<file path="src/rtl/uart_pkg.sv">
// uart_pkg: shared UART receive types and oversampling constants; PARITY state exists only with UART_PARITY_EN
package uart_pkg;
  localparam int OVERSAMPLE  = 16;
  localparam int MID_SAMPLE  = 7;
  localparam int DEF_CLK_DIV = 163;
  typedef enum logic [2:0] {
    IDLE,
    START,
    DATA,
`ifdef UART_PARITY_EN
    PARITY,
`endif
    STOP
  } state_t;
endpackage

</file>
<file path="src/rtl/baud_tick_gen.sv">
// baud_tick_gen: resettable oversample tick divider, one tick every CLK_DIV clocks while clear is low
module baud_tick_gen
  import uart_pkg::*;
#(
  parameter int CLK_DIV = DEF_CLK_DIV
) (
  input  logic clk,
  input  logic rst_n,
  input  logic clear,
  output logic tick
);
  localparam int W = $clog2(CLK_DIV);
  logic [W-1:0] cnt_q, cnt_d;
  assign tick = cnt_q == W'(CLK_DIV - 1);
  // wrap on tick, restart from zero whenever the owner clears
  always_comb cnt_d = (clear || tick) ? '0 : cnt_q + 1'b1;
  // divider register
  always_ff @(posedge clk) begin
    if (!rst_n) cnt_q <= '0;
    else        cnt_q <= cnt_d;
  end
endmodule

</file>
<file path="src/rtl/uart_rx_ctrl.sv">
// uart_rx_ctrl: 16x-oversampled UART receiver with valid/ready delivery; define UART_PARITY_EN for even parity
module uart_rx_ctrl
  import uart_pkg::*;
#(
  parameter int CLK_DIV   = DEF_CLK_DIV,
  parameter int DATA_BITS = 8
) (
  input  logic                 clk,
  input  logic                 rst_n,
  input  logic                 rx,
  output logic [DATA_BITS-1:0] rx_data,
  output logic                 rx_valid,
  input  logic                 rx_ready,
  output logic                 frame_err,
  output logic                 overrun,
  output logic                 busy
`ifdef UART_PARITY_EN
  ,
  output logic                 parity_err
`endif
);
  localparam int BW = $clog2(DATA_BITS);
`ifdef UART_PARITY_EN
  localparam state_t AFTER_DATA = PARITY;
`else
  localparam state_t AFTER_DATA = STOP;
`endif
  logic [1:0]           sync_q, sync_d, warm_q, warm_d;
  logic                 rx_s, rx_s_d_q, rx_s_d_d, start_edge, tick, mid;
  state_t               state_q, state_d;
  logic [3:0]           scnt_q, scnt_d;
  logic [BW-1:0]        bcnt_q, bcnt_d;
  logic [DATA_BITS-1:0] shift_q, shift_d, rx_data_q, rx_data_d;
  logic                 done_q, done_d, stop_q, stop_d, good, load;
  logic                 rx_valid_q, rx_valid_d, frame_err_q, frame_err_d;
  logic                 overrun_q, overrun_d, busy_q, busy_d;
`ifdef UART_PARITY_EN
  logic                 perr_q, perr_d, parity_err_q, parity_err_d;
  assign good       = done_q & stop_q & ~perr_q;
  assign parity_err = parity_err_q;
`else
  assign good       = done_q & stop_q;
`endif
  assign rx_s       = sync_q[1];
  assign start_edge = rx_s_d_q & ~rx_s;
  assign mid        = scnt_q == 4'(OVERSAMPLE - 1);
  assign load       = good & (~rx_valid_q | rx_ready);
  assign rx_data    = rx_data_q;
  assign rx_valid   = rx_valid_q;
  assign frame_err  = frame_err_q;
  assign overrun    = overrun_q;
  assign busy       = busy_q;

  baud_tick_gen #(.CLK_DIV(CLK_DIV)) u_tick (
    .clk  (clk),
    .rst_n(rst_n),
    .clear(state_q == IDLE),
    .tick (tick)
  );

  // synchronizer; the edge register stays low until two real line samples have flushed the reset values
  always_comb begin
    sync_d   = {sync_q[0], rx};
    warm_d   = {warm_q[0], 1'b1};
    rx_s_d_d = warm_q[1] & rx_s;
  end

  // frame sequencer: start validation at half bit, then one mid-bit sample per bit
  always_comb begin
    state_d = state_q;
    scnt_d  = scnt_q;
    bcnt_d  = bcnt_q;
    shift_d = shift_q;
    done_d  = 1'b0;
    stop_d  = stop_q;
`ifdef UART_PARITY_EN
    perr_d  = perr_q;
`endif
    case (state_q)
      IDLE: if (start_edge) begin
        state_d = START;
        scnt_d  = '0;
      end
      START: if (tick) begin
        if (scnt_q == 4'(MID_SAMPLE)) begin
          state_d = rx_s ? IDLE : DATA;
          scnt_d  = '0;
          bcnt_d  = '0;
        end else scnt_d = scnt_q + 1'b1;
      end
      DATA: if (tick) begin
        scnt_d = scnt_q + 1'b1;
        if (mid) begin
          shift_d = {rx_s, shift_q[DATA_BITS-1:1]};
          bcnt_d  = bcnt_q + 1'b1;
          state_d = bcnt_q == BW'(DATA_BITS - 1) ? AFTER_DATA : DATA;
        end
      end
`ifdef UART_PARITY_EN
      PARITY: if (tick) begin
        scnt_d = scnt_q + 1'b1;
        if (mid) begin
          perr_d  = rx_s ^ (^shift_q);
          state_d = STOP;
        end
      end
`endif
      STOP: if (tick) begin
        scnt_d = scnt_q + 1'b1;
        if (mid) begin
          done_d  = 1'b1;
          stop_d  = rx_s;
          state_d = IDLE;
        end
      end
      default: state_d = IDLE;
    endcase
  end

  // registered outputs: delivery, drop-on-overrun and error pulses one cycle after the stop sample
  always_comb begin
    rx_data_d    = load ? shift_q : rx_data_q;
    rx_valid_d   = load | (rx_valid_q & ~rx_ready);
    frame_err_d  = done_q & ~stop_q;
    overrun_d    = good & rx_valid_q & ~rx_ready;
    busy_d       = state_q != IDLE;
`ifdef UART_PARITY_EN
    parity_err_d = done_q & perr_q;
`endif
  end

  // all state, synchronous active-low reset
  always_ff @(posedge clk) begin
    if (!rst_n) begin
      sync_q       <= 2'b11;
      warm_q       <= '0;
      rx_s_d_q     <= 1'b0;
      state_q      <= IDLE;
      scnt_q       <= '0;
      bcnt_q       <= '0;
      shift_q      <= '0;
      done_q       <= 1'b0;
      stop_q       <= 1'b0;
      rx_data_q    <= '0;
      rx_valid_q   <= 1'b0;
      frame_err_q  <= 1'b0;
      overrun_q    <= 1'b0;
      busy_q       <= 1'b0;
`ifdef UART_PARITY_EN
      perr_q       <= 1'b0;
      parity_err_q <= 1'b0;
`endif
    end else begin
      sync_q       <= sync_d;
      warm_q       <= warm_d;
      rx_s_d_q     <= rx_s_d_d;
      state_q      <= state_d;
      scnt_q       <= scnt_d;
      bcnt_q       <= bcnt_d;
      shift_q      <= shift_d;
      done_q       <= done_d;
      stop_q       <= stop_d;
      rx_data_q    <= rx_data_d;
      rx_valid_q   <= rx_valid_d;
      frame_err_q  <= frame_err_d;
      overrun_q    <= overrun_d;
      busy_q       <= busy_d;
`ifdef UART_PARITY_EN
      perr_q       <= perr_d;
      parity_err_q <= parity_err_d;
`endif
    end
  end
endmodule

</file>
<file path="config.mk">
export PLATFORM = sky130hd
export DESIGN_NAME = uart_rx_ctrl
export DESIGN_NICKNAME = d
export VERILOG_FILES = /design/src/rtl/uart_pkg.sv /design/src/rtl/baud_tick_gen.sv /design/src/rtl/uart_rx_ctrl.sv
export SDC_FILE = /design/constraint.sdc
export NUM_CORES = 1
export LEC_CHECK = 0
export ABC_CLOCK_PERIOD_IN_PS = 1680
export CORE_MARGIN = 3
export CORE_UTILIZATION = 45
export CTS_CLUSTER_DIAMETER = 80
export DETAILED_ROUTE_END_ITERATION = 10
export SYNTH_ARGS = -nofsm -noshare
export SYNTH_HDL_FRONTEND = slang
export SYNTH_SLANG_ARGS = --single-unit
</file>
<file path="constraint.sdc">
create_clock -name clk -period 1.68 [get_ports clk]
set_input_delay 0.168 -clock clk [delete_from_list [all_inputs] [get_ports clk]]
set_output_delay 0.168 -clock clk [all_outputs]
set_load 0.01 [all_outputs]
</file>
==> impl_summary.md, run 1 <==
Power
The clock network burns 44.4% of the power. The analysis attributes to net switching a power of 366 uW. VDD sags by at most 0.583 mV. The power density over the cells is 909 nW/um^2. The share of total power consumed by net switching is 18.7%.

The share of total power in sequential cells is 53.8%. For this design the static power due to leakage is 0.861 nW. The share of total power dissipated in combinational logic is 1.9%. Internal power comes to 1.59 mW.

Detailed routing
For this block, the routed nets add up to 3090 um of wire. Detailed routing inserted a total of 1,299 vias. The count of nets left with antenna violations once routing finished came out at 0. In the final routed layout, each cell accounts on average for 12.2 um. The first detailed-routing pass ran for 4 iterations. The mean number of vias per cell is 5.11.

The residual DRC count is 0. After the first detailed-routing iteration, the DRC count stood at 74.

Global routing
The first global-routing pass estimated 5500 um of wire. The largest net degree at the start of global routing is 20. The number of global-route vias before repair was 1,246. The total congestion overflow after global routing is 0. The all-layer global routing usage is 15.7%. The initial antenna violation count was 0.

Setup path
The maximum fanout encountered on the critical timing path is 5. The slowest stage of the critical path is the dfxtp_1 cell. The startpoint of the lowest-slack register-to-register path is scnt_q[0]$_SDFFE_PN0P_. The worst reg2reg path endpoint is state_q[0]$_SDFFE_PN0P_.

Data on the critical path is required at its endpoint by 1.90 ns. The setup slack of the worst register-to-register path is 0.12 ns. The cell count of the worst reg-to-reg path is 5. The worst setup path is of the reg -> reg kind.

Walking the worst path, the cells encountered are ha_2 > and3_2 > nand3_1 > or3b_1 > a31oi_1. On the worst path, the slowest cell contributes a delay of 0.38 ns. The worst setup path is captured at a flip-flop. The endpoint arrival time on the critical path is 1.78 ns. STA classifies the critical path startpoint as a flip-flop.

Synthesis
The area share of the largest cell type after synthesis is 50.3%. After Yosys synthesis, and, or, nand and nor cells account for 25.3% of the synthesized area. After technology mapping, the gate count stands at 180.

Summing the areas of all fa, ha and maj instances in the mapped netlist gives 3.57% of the synthesized area. The fraction of synthesis flops using an asynchronous set or reset pin is 0%. Synthesis inferred 44 register bits.

Among all flip-flop cells after synthesis, the most frequent one is dfxtp_1. After synthesis, the largest family of logic cells by area is simple AND/OR/NAND/NOR gates. The total nets after synthesis is 189. After synthesis, flip-flops and latches occupy 50.3% of the total area. During synthesis, Yosys emitted a total of 0 warnings. The fraction of synthesized cell area in xor and xnor cells is 3.00%. Summing the areas of all compound-gate instances in the mapped netlist gives 4.00% of the synthesized area. The portion of synthesized area spent on multiplexers is 11.4%.

The biggest area contributor in the post-synthesis netlist is dfxtp_1. The synthesized area divided by synthesized cell count is 9.72 sq um. The number of distinct library cells after synthesis is 35. The number of enable-type register cells in the synthesized netlist is 0. By count the netlist is led by dfxtp_1 (44), nor2_1 (34), mux2i_1 (20). The post-synthesis cell area is 1750 sq um. The most frequently used cell type in the post-synthesis netlist is dfxtp_1. Yosys attributes the largest share of cell area to dfxtp_1 (50%), mux2i_1 (11%), nor2_1 (7.3%).

Finish
Cells fill 57.8% of the core in the end. The area growth from synthesis to layout is 22.8%. For this run, the post-layout net count is 214. The share of cells above drive strength 1 is 13.6%. The number of antenna diodes in the final layout is 0.

Floorplan
The die outline height is 68.4 um. After floorplanning, the core was divided into 22 placement rows. The die area is 4670 sq um. In this run the standard cell core region covers 3720 sq um. The total I/O pin count is 16.

For this configuration, the core starts out at a cell density of 47.1%. The die extent in x is 68.4 um.

Clocking
The CTS tree is yes. The clock passes through at most 2 buffers. The number of sinks driven by the clock tree is 44. For the worst-skew pair, the clock arrives at the later sink with an insertion delay of 0.29 ns. The clock buffer count from CTS is 5. CTS placed an instance of clkbuf_8 at the clock tree root. The clock slew at the register clock pins of the worst setup and hold paths is 0.08 ns. The level count of the clock H-tree is 2.

Place
The port buffer count is 15. Detailed placement finished with a half-perimeter wire length of 2170 um. The final RePlAce weighted congestion is 0.844.

Timing
The clock period could shrink to 1.56 ns. The count of endpoints failing hold in the final timing report came to 0. The final total negative setup slack is 0 ns. The peak clock frequency supported by timing is 641 MHz.

The maximum clock skew at final layout is 0.00383 ns. Setup violations remaining at the end of the flow were counted as 0. The final number of max-transition violations is 0. In this run the tightest slew margin relative to its limit is 64.0%.

The period utilization is 92.9%. For the pin with the worst max-slew slack, the measured transition is 0.533 ns.

Job
Across the run, the number of max-cap violations was 0.

Worst hold path
The worst hold path depth is 1. The worst hold path terminates at sync_q[1]$_SDFF_PN1_. The classification of the worst-slack hold path is reg -> reg. In this run the most critical hold path is launched from sync_q[0]$_SDFF_PN1_.

Outcome
The flow ran to the end, and the final reports show no timing, DRC or antenna violations.
[registers in the layout (all words and copies together) (netlist names), 2 cells and up]
name / count
rx_data: 8
shift_q: 8
u_tick.cnt_q: 8
scnt_q: 4
bcnt_q: 3
state_q: 2
sync_q: 2
warm_q: 2
[cell type report]
class	count	area, sq um
inverter	4	15.0
multi-input combinational	126	850
tap	48	60.1
clock buffer	7	96.3
fill	355	1570
clock inverter	1	30.0
sequential	44	881
timing repair buffer	24	218
[routing by layer]
layer | up-vias | GRT usage [%] | part of all wire (%)
li1 | 661 | - | -
met1 | 611 | 18.7 | 47
met2 | 22 | 26.1 | 47
met3 | 5 | 4.60 | 3.7
met4 | 0 | 6.70 | 1.8
met5 | - | 0 | 0
[cells by family after synthesis]
family / count (synthesis)
AND/OR/NAND/NOR: 85
flip-flops: 44
multiplexers: 20
AO/OA/AOI/OAI: 10
buffers and inverters: 10
XOR/XNOR: 6
adder cells (fa/ha/maj): 5
[critical path: cells and delay by family, from the launching register on]
kind,cells,cell delay [ns]
AOI/OAI and AO/OA,1,0.15
adders and majority gates,1,0.22
and+or+nand+nor,3,0.74
DFF,1,0.38
[power by group through the flow]
| stage | Combinational [mW] | Clock (mW) | Sequential (mW) |
|---|---|---|---|
| final | 0.0363 | 0.867 | 1.05 |
| after CTS | 0.0355 | 0.891 | 1.05 |
| after global placement | 0.0346 | 0 | 1.08 |
| after detailed placement | 0.0353 | 0 | 1.08 |
| after global routing | 0.0406 | 0.947 | 1.05 |
| after floorplan | 0.0188 | 0 | 1.07 |
[layout by cell type, fill, tap and decap left out, drive strengths merged]
master         count
dfxtp             44
nor2              35
mux2i             20
clkdlybuf4s50     15
nand2             13
nand3             11
buf                9
clkbuf             7
xor2               5
nand4              5
ha                 5
inv                4
o21ai              4
and3               4
and2               3
nor2b              2
nand2b             2
nor4b              2
and4bb             2
nor3b              1
xnor2              1
a22oi              1
nand3b             1
nand4b             1
or2                1
a311oi             1
nor3               1
or3b               1
a31oi              1
a2bb2oi            1
o211ai             1
a21oi              1
bufinv             1
[through the flow]
stage | total power [mW] | worst slack (ns) | area [sq um] | hold slack (ns) | cells
6_report | 1.95 | 0.119 | 2150 | 0.418 | 254
3_3_place_gp | 1.11 | 0.175 | 2000 | 0.388 | 246
5_1_grt | 2.04 | -0.00521 | 2150 | 0.443 | 254
4_1_cts | 1.98 | 0.0845 | 2130 | 0.422 | 254
2_1_floorplan | 1.09 | 0.134 | 1750 | 0.196 | 180
3_5_place_dp | 1.11 | 0.0956 | 2000 | 0.396 | 246
[worst max-delay path by stage]
stage	startpoint	endpoint	slack, ns
after global placement	scnt_q[0]$_SDFFE_PN0P_	state_q[0]$_SDFFE_PN0P_	0.18
after floorplan	scnt_q[0]$_SDFFE_PN0P_	state_q[0]$_SDFFE_PN0P_	0.13
after detailed placement	scnt_q[0]$_SDFFE_PN0P_	state_q[0]$_SDFFE_PN0P_	0.1
final	scnt_q[0]$_SDFFE_PN0P_	state_q[0]$_SDFFE_PN0P_	0.12
after global routing	scnt_q[0]$_SDFFE_PN0P_	state_q[0]$_SDFFE_PN0P_	-0.005
after CTS	scnt_q[0]$_SDFFE_PN0P_	state_q[0]$_SDFFE_PN0P_	0.08
[what timing repair did]
action | in CTS | in global routing
gates resized for setup | 0 | 5
hold buffers | 0 | 0
buffers inserted | 0 | 0
setup endpoints to repair | 0 | 6
(Power assumes the default switching activity.)
==> inputs of run 2 (changes only) <==
Settings changed: CTS_CLUSTER_DIAMETER 80 to 40, SETUP_SLACK_MARGIN from default to 0.2.
==> impl_summary.md, run 2 (synthesized netlist as in run 1, its figures left out) <==
Outcome
The flow ran to the end, and the final reports show no timing, DRC or antenna violations.

Power
The share of total power in the clock network came to 38.0% (-6.4 points). The power density over the cells is 790 nW/um^2 (-13%). The worst supply voltage drop on vdd came to 0.414 mV (-29%). The leakage power is 0.874 nW (+1.4%).

The combinational share of power was 2.1% (+0.2 points). The total design power was 1.75 mW (-10%). The total internal power came to 1.39 mW (-12%).

The share of total power consumed by net switching was 20.4% (+1.6 points). The share of total power in sequential cells is 59.9% (+6.1 points). The net switching power figure came to 356 uW (-2.7%).

Global routing
The first-pass GRT wire length came to 5460 um (-0.76%). The initial antenna violation count is 0 (unchanged). The all-layer global routing usage is 15.7% (-0.018 points).

The total congestion overflow after global routing is 0 (unchanged). The number of global-route vias before repair is 1,255 (+0.72%). The largest net degree at the start of global routing is 20 (unchanged).

Floorplan
The standard cell core area is 3720 sq um (unchanged). The die outline height is 68.4 um (unchanged). The die area is 4670 sq um (unchanged). The die extent in x came to 68.4 um (unchanged). The number of rows in the core area is 22 (unchanged). The total I/O pin count is 16 (unchanged).

The initial core utilization is 47.1% (unchanged).

Detailed routing
The aggregate routed wire length is 3230 um (+4.7%). The residual DRC count came to 0 (unchanged). The final antenna-violating net count was 0 (unchanged). The routed via count was 1,312 (+1.0%). The mean number of vias per cell is 5.09 (-0.57%). The number of detailed-routing iterations run before antenna repair is 4 (unchanged). The iteration-0 DRC count of the detailed router is 70 (-5.4%). The post-detailed-route wirelength per cell is 12.5 um (+3.0%).

Timing
The slew of the pin with the lowest slew margin is 0.509 ns (-0.0238 ns). The worst relative slew slack was 65.6% (+1.6 points). The peak clock frequency supported by timing came to 660 MHz (+3.0%). The final number of max-transition violations is 0 (unchanged). The number of setup violations in the final report was 0 (unchanged).

The final hold slack came to 0.428 ns (+0.00949 ns). Setup repair after global routing could not meet its margin everywhere. The shortest clock period the worst path allows after layout is 1.52 ns (-0.0453 ns). The count of endpoints failing hold in the final timing report is 0 (unchanged).

The final total negative setup slack is 0 ns (unchanged). The maximum clock skew at final layout came to 0.00471 ns (+0.000879 ns). The period utilization is 90.2% (-2.7 points).

Clocking
The maximum clock path buffer count came to 2 (unchanged). The CTS tree is yes. The clock slew at the register clock pins of the worst setup and hold paths is 0.08 ns (about the same).

The level count of the clock H-tree was 2 (unchanged). The clock latency on the worst-skew pair was 0.29 ns (about the same). The clock buffer count from CTS was 5 (unchanged). The number of sinks driven by the clock tree is 44 (unchanged). The clock root buffer is clkbuf_8. The hold buffer count at CTS is 0 (unchanged).

Setup path
The launching element type of the critical path is a flip-flop. The endpoint arrival time on the critical path is 1.74 ns (-0.04 ns). The critical path goes through inv_2 > ha_4 > and4bb_4 > nand3_2 > or3b_1 > a31oi_1.

The slowest library cell on the worst path is or3b_1. The delay contributed by the slowest stage of the critical path is 0.37 ns (about the same). The worst setup path is captured at a flip-flop. The sum of buffers and inverters on the critical path is 1 (+1).

The required time of the worst setup path is 1.90 ns (about the same). The maximum fanout encountered on the critical timing path is 7 (+2). The worst setup path is of the reg -> reg kind. The kind of cell adding the most delay to the critical path is simple AND/OR/NAND/NOR gates.

Finish
The final cell utilization of the core was 59.6% (+1.8 points). Relative to the synthesized area, the layout overhead comes to 26.6%. The library cells used most frequently in the layout, excluding fill and tap cells, are dfxtp_1 (39), nor2_1 (33), mux2i_1 (20), clkdlybuf4s50_1 (15), nand2_1 (13). The final non-filler cell total was 258 (+1.6%). The number of inserted filler cells in the final layout was 325 (-8.5%).

The total inserted antenna cells is 0 (unchanged). The library cell used most frequently in the layout, excluding fill and tap cells, is dfxtp_1. The final net count was 218 (+1.9%).

The share of cells above drive strength 1 is 18.6% (+5.0 points).

Job
The reported max-cap violation count is 0 (unchanged).

Place
The cell count after placement is 242 (-1.6%). The HPWL after detailed placement came to 2150 um (-1.1%). The final RePlAce weighted congestion is 0.805 (-4.6%). The port buffer count was 15 (unchanged).

Worst hold path
The classification of the worst-slack hold path is reg -> reg.
==> run 2: changes by cell type in the layout (fill, tap and decap cells not counted), moves of 2 or more <==
cell,delta
ha_4,+2
buf_4,+3
dfxtp_2,+3
dfxtp_4,+2
o21ai_0,-3
dfxtp_1,-5
o21ai_1,+3
==> run 2: repair_timing <==
item                       4_1_cts  5_1_grt
buffers inserted                 4        4
resized for setup                6       15
pin swaps                        3        9
setup endpoints to repair       16       25
hold endpoints to repair         0        0
==> run 2: layout make-up <==
class | count | area [sq um] | share of cell area (%)
multi-input combinational | 126 | 895 | 40.4
sequential | 44 | 892 | 40.3
timing repair buffer | 28 | 260 | 11.7
clock buffer | 7 | 86.3 | 3.90
tap | 48 | 60.1 | 2.71
inverter | 4 | 15.0 | 0.678
clock inverter | 1 | 7.51 | 0.339
==> run 2: final timing paths <==
check	depth (start not counted)	endpoint	slack (ns)	startpoint
worst min-delay path	1	sync_q[1]$_SDFF_PN1_	0.43	sync_q[0]$_SDFF_PN1_
worst max register to register	6	state_q[0]$_SDFFE_PN0P_	0.16	u_tick.cnt_q[0]$_SDFF_PP0_
worst max-delay path	6	state_q[0]$_SDFFE_PN0P_	0.16	u_tick.cnt_q[0]$_SDFF_PP0_
worst min register to register	1	sync_q[1]$_SDFF_PN1_	0.43	sync_q[0]$_SDFF_PN1_
==> run 2: layer usage <==
metal  track usage [%]  vias to the layer above  wire (um)
met5                 0                        -          0
met2              26.1                       16       1620
met1              19.1                      616       1450
li1                  -                      674          -
met4              7.44                        0         61
met3              3.45                        6        100
==> run 2: power by group through the flow <==
| stage | combinational, mW | sequential [mW] | clock [mW] |
|---|---|---|---|
| CTS | 0.0351 | 1.05 | 0.698 |
| floorplan | 0.0188 | 1.07 | 0 |
| detailed placement | 0.0346 | 1.08 | 0 |
| finish | 0.0364 | 1.05 | 0.666 |
| global route | 0.0408 | 1.05 | 0.740 |
| global placement | 0.0342 | 1.08 | 0 |
==> run 2: metrics by stage <==
step | instance area [sq um] | worst slack, ns
global route | 2220 | 0.0939
detailed placement | 1980 | 0.0563
finish | 2220 | 0.165
CTS | 2140 | 0.162
floorplan | 1760 | 0.164
global placement | 1980 | 0.114
==> inputs of run 3 (changes only) <==
Settings changed: CORE_MARGIN 3 to default.
==> impl_summary.md, run 3 (synthesized netlist as in run 1, its figures left out) <==
Floorplan
The standard cell core area is 3690 sq um (-0.74%). The initial core utilization is 47.5% (+0.35 points). The number of rows in the core area is 22 (unchanged). The die area was 4140 sq um (-11%). The total I/O pin count is 16 (unchanged). The die outline height is 64.4 um (-5.9%). The die extent in x is 64.4 um (-5.9%).

Timing
The count of endpoints failing hold in the final timing report is 0 (unchanged). The maximum clock skew at final layout is 0.00375 ns (-0.000959 ns). The shortest clock period the worst path allows after layout was 1.51 ns (-0.00311 ns). The worst relative slew slack came to 67.1% (+1.5 points). The peak clock frequency supported by timing was 661 MHz (+0.21%). Setup repair after global routing could not meet its margin everywhere.

The final number of max-transition violations was 0 (unchanged). The number of setup violations in the final report is 0 (unchanged). The slew of the pin with the lowest slew margin came to 0.487 ns (-0.0223 ns).

The final total negative setup slack was 0 ns (unchanged). The period utilization was 90.0% (-0.19 points). The final worst setup slack is 0.168 ns (+0.00312 ns).

Place
The worst slack after detailed placement is 0.0703 ns (+0.0140 ns). The final RePlAce weighted congestion is 0.845 (+5.1%). The cell count after placement is 242 (unchanged).

The HPWL after detailed placement is 2140 um (-0.29%). The port buffer count is 15 (unchanged).

Setup path
Traced cell by cell, the critical path runs through inv_2 > ha_1 > and4bb_4 > nand3_2 > or3b_1 > a31oi_1. The critical path in this run is classified as reg -> reg. STA classifies the critical path startpoint as a flip-flop. The setup slack of the worst register-to-register path came to 0.17 ns (about the same). The startpoint of the lowest-slack register-to-register path is u_tick.cnt_q[0]$_SDFF_PP0_. The worst register-to-register path ends at state_q[0]$_SDFFE_PN0P_. Grouping stages by cell kind, the critical path spends the most delay in simple AND/OR/NAND/NOR gates. The required time of the worst setup path came to 1.91 ns (about the same). The cell count of the worst reg-to-reg path is 6 (unchanged). The maximum fanout encountered on the critical timing path came to 8 (+1).

The sum of buffers and inverters on the critical path is 1 (unchanged). The worst setup path is captured at a flip-flop. The delay contributed by the slowest stage of the critical path came to 0.35 ns (-0.02 ns). The slowest library cell on the worst path is dfxtp_4.

The endpoint arrival time on the critical path is 1.74 ns (about the same).

Detailed routing
The number of detailed-routing iterations run before antenna repair was 4 (unchanged). The routed via count is 1,289 (-1.8%). The aggregate routed wire length came to 3130 um (-3.2%).

The residual DRC count is 0 (unchanged). The final antenna-violating net count is 0 (unchanged). The post-detailed-route wirelength per cell was 12.4 um (-0.94%).

The iteration-0 DRC count of the detailed router is 56 (-20%). The mean number of vias per cell came to 5.12 (+0.59%).

Global routing
The total congestion overflow after global routing was 0 (unchanged). The number of global-route vias before repair was 1,184 (-5.7%). The initial antenna violation count is 0 (unchanged). The all-layer global routing usage was 17.2% (+1.5 points). The first-pass GRT wire length is 5330 um (-2.4%).

The largest net degree at the start of global routing is 22 (+10%).

Clocking
The clock root buffer is clkbuf_8. The clock buffer count from CTS is 5 (unchanged). The clock latency on the worst-skew pair came to 0.29 ns (about the same). The level count of the clock H-tree is 2 (unchanged). TritonCTS built the clock tree. The clock slew at the register clock pins of the worst setup and hold paths is 0.08 ns (about the same). The number of sinks driven by the clock tree is 44 (unchanged). The maximum clock path buffer count was 2 (unchanged).

Power
The leakage power is 0.865 nW (-0.96%). The total design power came to 2.01 mW (+15%). The power density over the cells came to 916 nW/um^2 (+16%). The worst supply voltage drop on vdd is 0.511 mV (+24%).

Finish
Compared with the post-synthesis result, the final layout area differs by 25.5%. Leaving out fill and tap cells, the most frequent cell in the layout is dfxtp_1. The final net count is 213 (-2.3%).

Leaving out fill and tap cells, the most frequent cells in the layout are dfxtp_1 (42), nor2_1 (33), mux2i_1 (20), clkdlybuf4s50_1 (15), nand2_1 (12). The total inserted antenna cells came to 0 (unchanged). The final non-filler cell total is 252 (-2.3%). The share of cells above drive strength 1 is 15.2% (-3.4 points). The final cell utilization of the core is 59.6% (-0.064 points).

Worst hold path
The worst hold path depth came to 1 (unchanged). The endpoint of the worst hold path is sync_q[1]$_SDFF_PN1_. In this run the worst hold path is classified as reg -> reg. The origin of the worst min-delay path is sync_q[0]$_SDFF_PN1_.

Job
The reported max-cap violation count is 0 (unchanged).

Outcome
The run finished with clean final reports.
run 3: cell count changes in the layout (fill, tap and decap cells not counted), moves of 2 or more:
| cell | delta |
|---|---|
| buf_4 | -5 |
| dfxtp_1 | +3 |
| bufinv_16 | +2 |
| dfxtp_2 | -2 |
run 3: power breakdown:
part / total, mW / internal (mW) / switching (mW)
Sequential: 1.05 / 1.05 / 0.00380
Combinational: 0.0368 / 0.0159 / 0.0210
Clock: 0.925 / 0.585 / 0.340
run 3: through the flow:
step / hold slack, ns / area [sq um]
floorplan: 0.196 / 1760
global placement: 0.396 / 1980
detailed placement: 0.413 / 1980
CTS: 0.427 / 2170
global route: 0.438 / 2200
finish: 0.419 / 2200
run 3: how the worst max path moves through the flow:
stage,slack [ns],startpoint,endpoint,depth (start not counted)
5_1_grt,0.11,u_tick.cnt_q[0]$_SDFF_PP0_,state_q[0]$_SDFFE_PN0P_,6
6_report,0.17,u_tick.cnt_q[0]$_SDFF_PP0_,state_q[0]$_SDFFE_PN0P_,6
3_5_place_dp,0.07,scnt_q[0]$_SDFFE_PN0P_,state_q[0]$_SDFFE_PN0P_,5
4_1_cts,0.17,u_tick.cnt_q[0]$_SDFF_PP0_,state_q[0]$_SDFFE_PN0P_,6
2_1_floorplan,0.16,u_tick.cnt_q[1]$_SDFF_PP0_,state_q[0]$_SDFFE_PN0P_,6
3_3_place_gp,0.11,u_tick.cnt_q[0]$_SDFF_PP0_,state_q[0]$_SDFFE_PN0P_,6
run 3: worst reg2reg max path, stage by stage (launching register included):
cell	delay, ns
dfxtp_4	0.35
inv_2	0.04
ha_1	0.13
and4bb_4	0.33
nand3_2	0.09
or3b_1	0.35
a31oi_1	0.16
run 3: final cells by class:
| type | instances | area, sq um |
|---|---|---|
| Tap cell | 48 | 60.1 |
| Sequential cell | 44 | 886 |
| Timing Repair Buffer | 23 | 223 |
| Clock inverter | 2 | 60.1 |
| Inverter | 4 | 15.0 |
| Clock buffer | 5 | 68.8 |
| Fill cell | 337 | 1490 |
| Multi-Input combinational cell | 126 | 885 |
run 3: metal layers:
| layer | global-route usage, % | vias to the layer above | wire length (um) |
|---|---|---|---|
| li1 | - | 659 | - |
| met1 | 20.0 | 611 | 1480 |
| met2 | 27.9 | 17 | 1530 |
| met3 | 6.43 | 2 | 89 |
| met4 | 7.50 | 0 | 23 |
| met5 | 0 | - | 0 |
run 3: repair_timing:
item / 4_1_cts / 5_1_grt
endpoints found under the hold margin: 0 / 0
pin swaps: 3 / 4
endpoints found under the setup margin: 16 / 24
gates resized for setup: 7 / 8
buffers inserted: 3 / 0
hold buffers: 0 / 0
